$ cat config.mk
export PLATFORM = sky130hd
export DESIGN_NAME = pwr_req_ctrl
export DESIGN_NICKNAME = d
export VERILOG_FILES = /design/src/rtl/i2c_pwr_pkg.sv /design/src/rtl/pwr_sat_counter.sv /design/src/rtl/pwr_req_ctrl.sv
export SDC_FILE = /design/constraint.sdc
export NUM_CORES = 1
export LEC_CHECK = 0
export CAP_MARGIN = 20
export CORE_MARGIN = 1.5
export CORE_UTILIZATION = 55
export DETAILED_ROUTE_END_ITERATION = 7
export DONT_BUFFER_PORTS = 1
export GPL_TIMING_DRIVEN = 1
export PLACE_DENSITY_LB_ADDON = 0.12
export SLEW_MARGIN = 20
export SYNTH_ARGS = -nofsm -noshare
export SYNTH_HDL_FRONTEND = slang
export SYNTH_SLANG_ARGS = --single-unit
$ cat constraint.sdc
create_clock -name i_sys_clk -period 3.94 [get_ports i_sys_clk]
set_input_delay 0.197 -clock i_sys_clk [delete_from_list [all_inputs] [get_ports i_sys_clk]]
set_output_delay 0.197 -clock i_sys_clk [all_outputs]
set_load 0.02 [all_outputs]
$ cat src/rtl/i2c_pwr_pkg.sv
// Shared power-management definitions: 2-bit power-state codes (also used by
// the power manager) and the state encoding of the request controller.
package i2c_pwr_pkg;

  localparam logic [1:0] PWR_ACTIVE = 2'b00;
  localparam logic [1:0] PWR_IDLE   = 2'b01;
  localparam logic [1:0] PWR_SLEEP  = 2'b10;
  localparam logic [1:0] PWR_OFF    = 2'b11;

  localparam int DEF_ACK_TIMEOUT    = 2048;
  localparam int DEF_QUIESCE_CYCLES = 16;
  localparam int DEF_CNT_W          = 12;

  typedef enum logic [1:0] {
    ST_IDLE     = 2'd0,
    ST_QUIESCE  = 2'd1,
    ST_REQUEST  = 2'd2,
    ST_WAIT_ACK = 2'd3
  } req_state_e;

  // True for any state other than ACTIVE.
  function automatic logic is_low_power(input logic [1:0] pwr);
    return pwr != PWR_ACTIVE;
  endfunction

endpackage

$ cat src/rtl/pwr_sat_counter.sv
// Saturating cycle counter with synchronous clear and a terminal-count
// compare; one instance is shared by the quiesce and ack-wait phases.
module pwr_sat_counter #(
  parameter int CNT_W = 12
) (
  input  logic             clk,
  input  logic             rst_n,
  input  logic             clr,
  input  logic             en,
  input  logic [CNT_W-1:0] tc_val,
  output logic             at_tc
);

  logic [CNT_W-1:0] count_q;

  // Clear has priority; increment stops at all-ones.
  always_ff @(posedge clk or negedge rst_n) begin
    if (!rst_n) begin
      count_q <= '0;
    end else if (clr) begin
      count_q <= '0;
    end else if (en && (count_q != '1)) begin
      count_q <= count_q + 1'b1;
    end
  end

  assign at_tc = (count_q == tc_val);

endmodule

$ cat src/rtl/pwr_req_ctrl.sv
// Initiator side of the I2C power-management handshake: waits for the core to
// go quiet, requests a power state, tracks the ack with a timeout and reports
// done/error pulses plus a sticky wake interrupt.
//
// Command handshake: a command transfers on the rising clock edge where
// i_cmd_valid && o_cmd_ready; o_cmd_ready is high only while the FSM is idle
// and a valid seen while it is low is dropped (no queueing).
module pwr_req_ctrl
  import i2c_pwr_pkg::*;
#(
  parameter int ACK_TIMEOUT    = DEF_ACK_TIMEOUT,
  parameter int QUIESCE_CYCLES = DEF_QUIESCE_CYCLES,
  parameter int CNT_W          = DEF_CNT_W
) (
  input  logic       i_sys_clk,
  input  logic       i_rst_n,
  input  logic       i_cmd_valid,
  input  logic [1:0] i_cmd_state,
  output logic       o_cmd_ready,
  input  logic       i_core_busy,
  output logic [1:0] o_power_state_req,
  output logic       o_wake_up_en,
  output logic       o_wake_kick,
  input  logic [1:0] i_power_state_ack,
  input  logic       i_wake_up_event,
  input  logic       i_in_low_power,
  output logic [1:0] o_status_state,
  output logic       o_busy,
  output logic       o_done,
  output logic       o_err_timeout,
  output logic       o_wake_irq,
  input  logic       i_wake_irq_clr
);

  req_state_e       state_q, state_d;
  logic [1:0]       target_q, target_d;
  logic [1:0]       req_d;
  logic             wake_en_d, done_d, err_d, irq_d;
  logic             cnt_clr, cnt_en, cnt_at_tc, kick;
  logic [CNT_W-1:0] cnt_tc;

  // Terminal count depends on which phase currently owns the counter.
  assign cnt_tc = (state_q == ST_QUIESCE) ? CNT_W'(QUIESCE_CYCLES - 1)
                                          : CNT_W'(ACK_TIMEOUT - 1);

  pwr_sat_counter #(.CNT_W(CNT_W)) u_cnt (
    .clk    (i_sys_clk),
    .rst_n  (i_rst_n),
    .clr    (cnt_clr),
    .en     (cnt_en),
    .tc_val (cnt_tc),
    .at_tc  (cnt_at_tc)
  );

  // State register plus all registered outputs.
  always_ff @(posedge i_sys_clk or negedge i_rst_n) begin
    if (!i_rst_n) begin
      state_q           <= ST_IDLE;
      target_q          <= PWR_ACTIVE;
      o_power_state_req <= PWR_ACTIVE;
      o_wake_up_en      <= 1'b0;
      o_done            <= 1'b0;
      o_err_timeout     <= 1'b0;
      o_wake_irq        <= 1'b0;
      o_status_state    <= PWR_ACTIVE;
    end else begin
      state_q           <= state_d;
      target_q          <= target_d;
      o_power_state_req <= req_d;
      o_wake_up_en      <= wake_en_d;
      o_done            <= done_d;
      o_err_timeout     <= err_d;
      o_wake_irq        <= irq_d;
      o_status_state    <= i_power_state_ack;
    end
  end

  // Next-state logic, counter control and next values of registered outputs.
  always_comb begin
    state_d   = state_q;
    target_d  = target_q;
    req_d     = o_power_state_req;
    wake_en_d = o_wake_up_en;
    done_d    = 1'b0;
    err_d     = 1'b0;
    irq_d     = o_wake_irq && !i_wake_irq_clr;
    cnt_clr   = 1'b0;
    cnt_en    = 1'b0;
    kick      = 1'b0;

    if (i_wake_up_event) begin
      irq_d = 1'b1;
    end

    case (state_q)
      ST_IDLE: begin
        cnt_clr = 1'b1;
        if (i_cmd_valid) begin
          target_d = i_cmd_state;
          if (i_cmd_state == o_status_state) begin
            done_d = 1'b1;
          end else if (i_cmd_state == PWR_ACTIVE) begin
            state_d = ST_REQUEST;
          end else begin
            state_d = ST_QUIESCE;
          end
        end
      end
      ST_QUIESCE: begin
        if (i_wake_up_event) begin
          state_d = ST_IDLE;
        end else if (i_core_busy) begin
          cnt_clr = 1'b1;
        end else begin
          cnt_en = 1'b1;
          if (cnt_at_tc) begin
            state_d = ST_REQUEST;
          end
        end
      end
      ST_REQUEST: begin
        cnt_clr = 1'b1;
        req_d   = target_q;
        if (target_q == PWR_ACTIVE) begin
          kick = 1'b1;
          if (o_status_state == PWR_OFF) begin
            wake_en_d = 1'b1;
          end
        end
        // A wake arriving while a low-power request is being issued aborts it.
        if (i_wake_up_event && (target_q != PWR_ACTIVE)) begin
          state_d = ST_IDLE;
        end else begin
          state_d = ST_WAIT_ACK;
        end
      end
      ST_WAIT_ACK: begin
        cnt_en = 1'b1;
        if ((i_power_state_ack == target_q) ||
            (i_wake_up_event && (target_q == PWR_ACTIVE))) begin
          done_d    = 1'b1;
          wake_en_d = 1'b0;
          state_d   = ST_IDLE;
        end else if (i_wake_up_event) begin
          wake_en_d = 1'b0;
          state_d   = ST_IDLE;
        end else if (cnt_at_tc) begin
          err_d     = 1'b1;
          req_d     = o_status_state;
          wake_en_d = 1'b0;
          state_d   = ST_IDLE;
        end
      end
      default: begin
        state_d = ST_IDLE;
      end
    endcase

    // A wake always pins the request at ACTIVE so the manager stays awake.
    if (i_wake_up_event) begin
      req_d = PWR_ACTIVE;
    end
  end

  assign o_cmd_ready = (state_q == ST_IDLE);
  assign o_busy      = (state_q != ST_IDLE);
  assign o_wake_kick = kick;

`ifndef SYNTHESIS
  // The manager's low-power flag lags its ack by one cycle, like o_status_state.
  low_power_consistent : assert property (@(posedge i_sys_clk) disable iff (!i_rst_n)
    i_in_low_power == is_low_power(o_status_state));
`endif

endmodule
==> summary.md <==
| Metric | Value |
|---|---|
| Synth warn | 0 |
| Max Cap Viol | 0 |
| Total gr overflow | 0 |
| Hold path startpoint | i_cmd_state[0] |
| Final hold vios | 0 |
| Hold-critical path endpoint | target_q[0] |
| Run status | finished clean |
| Post-synthesis cell count | ~140 |
| Min Clock Period, post-route | 2.26 ns |
| First-pass GRT wire length | 4310 microns |
| Hpwl dp | between 1500 and 2000 microns |
| First-pass DRT Iterations | 4 |
| Avg Cell Area, Syn | 9.86 sq um |
| Commonest cells after routing, fill and taps aside | dfrtp_1, nor2_1, xor2_1 |
| Hold path depth | 1 |
| Sequential Power Share | 41.9% |
| Critical Path RT | 4.11 ns |
| Ports | 22 |
| Net count reported at finish | 162 |
| Max Fclk | 443 MHz |
| Row count | 17 |
| Final worst path period share | 57.3% |
| Arrival time worst endpoint | 2.43 ns |
| Dpl cells | about 160 |
| Drt total wl | 2600 microns |
| Synthesized flop and latch total | 24 |
| Crit start category | register |
| Slew HR | 47.9% |
| CP Class | reg -> reg |
| Setup repair after global routing missed its margin | false |
| Number of remaining DRC errors | 0 |
| R2R Path Start | state_q[1] |
| Fin cells | 173 |
| Core Region | roughly 2300 sq um |
| Max Fanout on Critical Path | 6 |
| Syn_nets | 155 |
| Clock buffer count from CTS | 3 |
| Vias/cell | about 6.0 |
| Via count of the first global-routing pass | 974 |
| Die Width | 52.9 microns |
| Largest net degree at the start of global routing | 25 |
| Sw power | between 0.3 and 0.4 mW |
| Final hold slack | 0.0109 ns |
| Sequential element share of the synthesized area | 43.8% |
| Clock sink count | 24 |
| Post-Syn Area | between 1000 and 1500 sq um |
| Endpoints failing setup | 0 |
| Final Util | 65.5% |
| Buffers added on ports | 0 |
| Chip Height | 52.9 microns |
| Gate power share | a little under two fifths |
| Vias | approximately 1,000 |
| Post-synth EDFFs | 0 |
| DRT iter0 DRCs | 23 |
| Clock power share | a little over a fifth |
| Final instance area | 1490 sq um |
| Async S/R FF share, synth | 100% |
| GP Congestion | 0.826 |
| Fin Setup TNS | 0 ns |
| Clk Tree Root Cell | clkbuf_4 |
| Worst-Margin Slew | 0.779 ns |
| CTS tree | yes |
| Sw frac | about two fifths |
| Slew Viols, Final | 0 |
| Clock Latency Late Sink | 0.33 ns |
| VDD IR max | 473 uV |
| Gr usage total | 21.3% |
| DRT antenna net count | 0 |
| RR Endpoint | u_cnt.count_q[10] |
| H-tree depth | 1 |
| Area after DPL | 1390 sq um |
| Resize count post-CTS | 0 |
| Initial antenna violation count | 0 |
| Pwr dens | approximately 570 nW/um^2 |
| HP Class | in -> reg |
| Most common cell after layout, fill and taps aside | dfrtp_1 |
| Clk_skew | 0.0156 ns |
| Starting Density | 60.2% |
| Worst Setup End Kind | register |
| Die ar. | 2800 sq um |
| Synth unique cells | 41 |
| Maximum root-to-sink buffer count | 2 |
| Area growth from synthesis to layout | 8.77% |
| Fraction of layout cells with a size suffix above 1 | around an eighth |
| Dominant synthesized flop cell | dfrtp_1 |
| Drt wl/cell | 15.0 microns |
| Internal power | 0.518 mW |
| Clock transition at the registers of the reported paths | 0.14 ns |
| Reg2reg setup slack | 1.68 ns |
| Leakage | around 0.66 nW |
| Inserted Diodes | 0 |
| Reg2Reg Depth | 7 |
layout make-up:
type	instances	area, sq um
fillers	174	786
inverters	7	26.3
flip-flops and latches	24	601
multi-input cells	105	731
well taps	28	35.0
clock buffers	3	22.5
repair buffers	5	45.0
clock inverters	1	30.0
cells in the mapped netlist (2+ instances only):
cell type  instances  area, sq um
nand2_1            8         30.0
nand3_1            6         30.0
xor2_1            11         96.3
xnor2_1            2         17.5
mux2_2             4         45.0
mux2i_1            5         50.1
a21oi_1            6         30.0
nor2_1            17         63.8
ha_1               5         62.6
and3_1             2         12.5
and3_2             2         15.0
inv_1              7         26.3
nor3_1             3         15.0
o21ai_0            2         10.0
clkbuf_1           2         7.51
nand4_1            7         43.8
dfrtp_1           24          601
o211ai_1           3         22.5
how the worst max path moves through the flow:
stage | from | endpoint | slack [ns] | cells after the start
4_1_cts | state_q[1] | u_cnt.count_q[10] | 1.69 | 7
6_report | state_q[1] | u_cnt.count_q[10] | 1.68 | 7
3_3_place_gp | state_q[1] | o_power_state_req[1] | 1.80 | 7
2_1_floorplan | state_q[1] | o_power_state_req[0] | 1.98 | 7
3_5_place_dp | state_q[1] | u_cnt.count_q[10] | 1.74 | 7
5_1_grt | state_q[1] | u_cnt.count_q[10] | 1.57 | 7
power by group through the flow:
stage / registers (mW) / clock network (mW) / logic [mW]
after detailed placement: 0.361 / 0 / 0.306
after global placement: 0.358 / 0 / 0.299
after global routing: 0.363 / 0.192 / 0.349
final: 0.355 / 0.179 / 0.314
after CTS: 0.355 / 0.182 / 0.317
after floorplan: 0.349 / 0 / 0.259
logic make-up after synthesis:
| kind of cell | count (synthesis) | share of synthesized area (%) |
|---|---|---|
| AND/OR/NAND/NOR | 54 | 20.5 |
| buffers and inverters | 10 | 2.83 |
| flip-flops | 24 | 43.8 |
| XOR/XNOR | 13 | 8.31 |
| multiplexers | 9 | 6.94 |
| AO/OA/AOI/OAI | 24 | 13.0 |
| adder cells (fa/ha/maj) | 5 | 4.57 |
worst max-delay path, stage by stage, from the launching register on:
cell and delay [ns]:
dfrtp_1 0.43, inv_1 0.10, ha_1 0.26, or3b_2 0.52, a211oi_2 0.34, nand3_1 0.12, nor3b_1 0.25, nor3_1 0.09
metal layers:
metal  share of wire, %  GRT usage (%)  routed length, microns
met5                  0              0                       0
met4                1.0           8.97                      27
met3                5.7           5.37                     147
met2                 45           30.8                    1180
met1                 48           29.9                    1240
state kept, by name, summed over array words and instances (netlist names):
name,flops
o_done,1
o_err_timeout,1
o_power_state_req,2
o_status_state,2
o_wake_irq,1
o_wake_up_en,1
state_q,2
target_q,2
u_cnt.count_q,12
what timing repair did:
action / in CTS / in global routing
endpoints found under the setup margin: 0 / 0
endpoints found under the hold margin: 27 / 24
setup buffers: 0 / 0
hold buffers: 4 / 1
metrics by stage:
step           setup WS (ns)  total power [mW]
6_report                1.68             0.848
5_1_grt                 1.57             0.904
4_1_cts                 1.69             0.855
3_5_place_dp            1.74             0.667
3_3_place_gp            1.80             0.657
2_1_floorplan           1.98             0.608
Note: power is estimated with default switching activity, not from simulation.
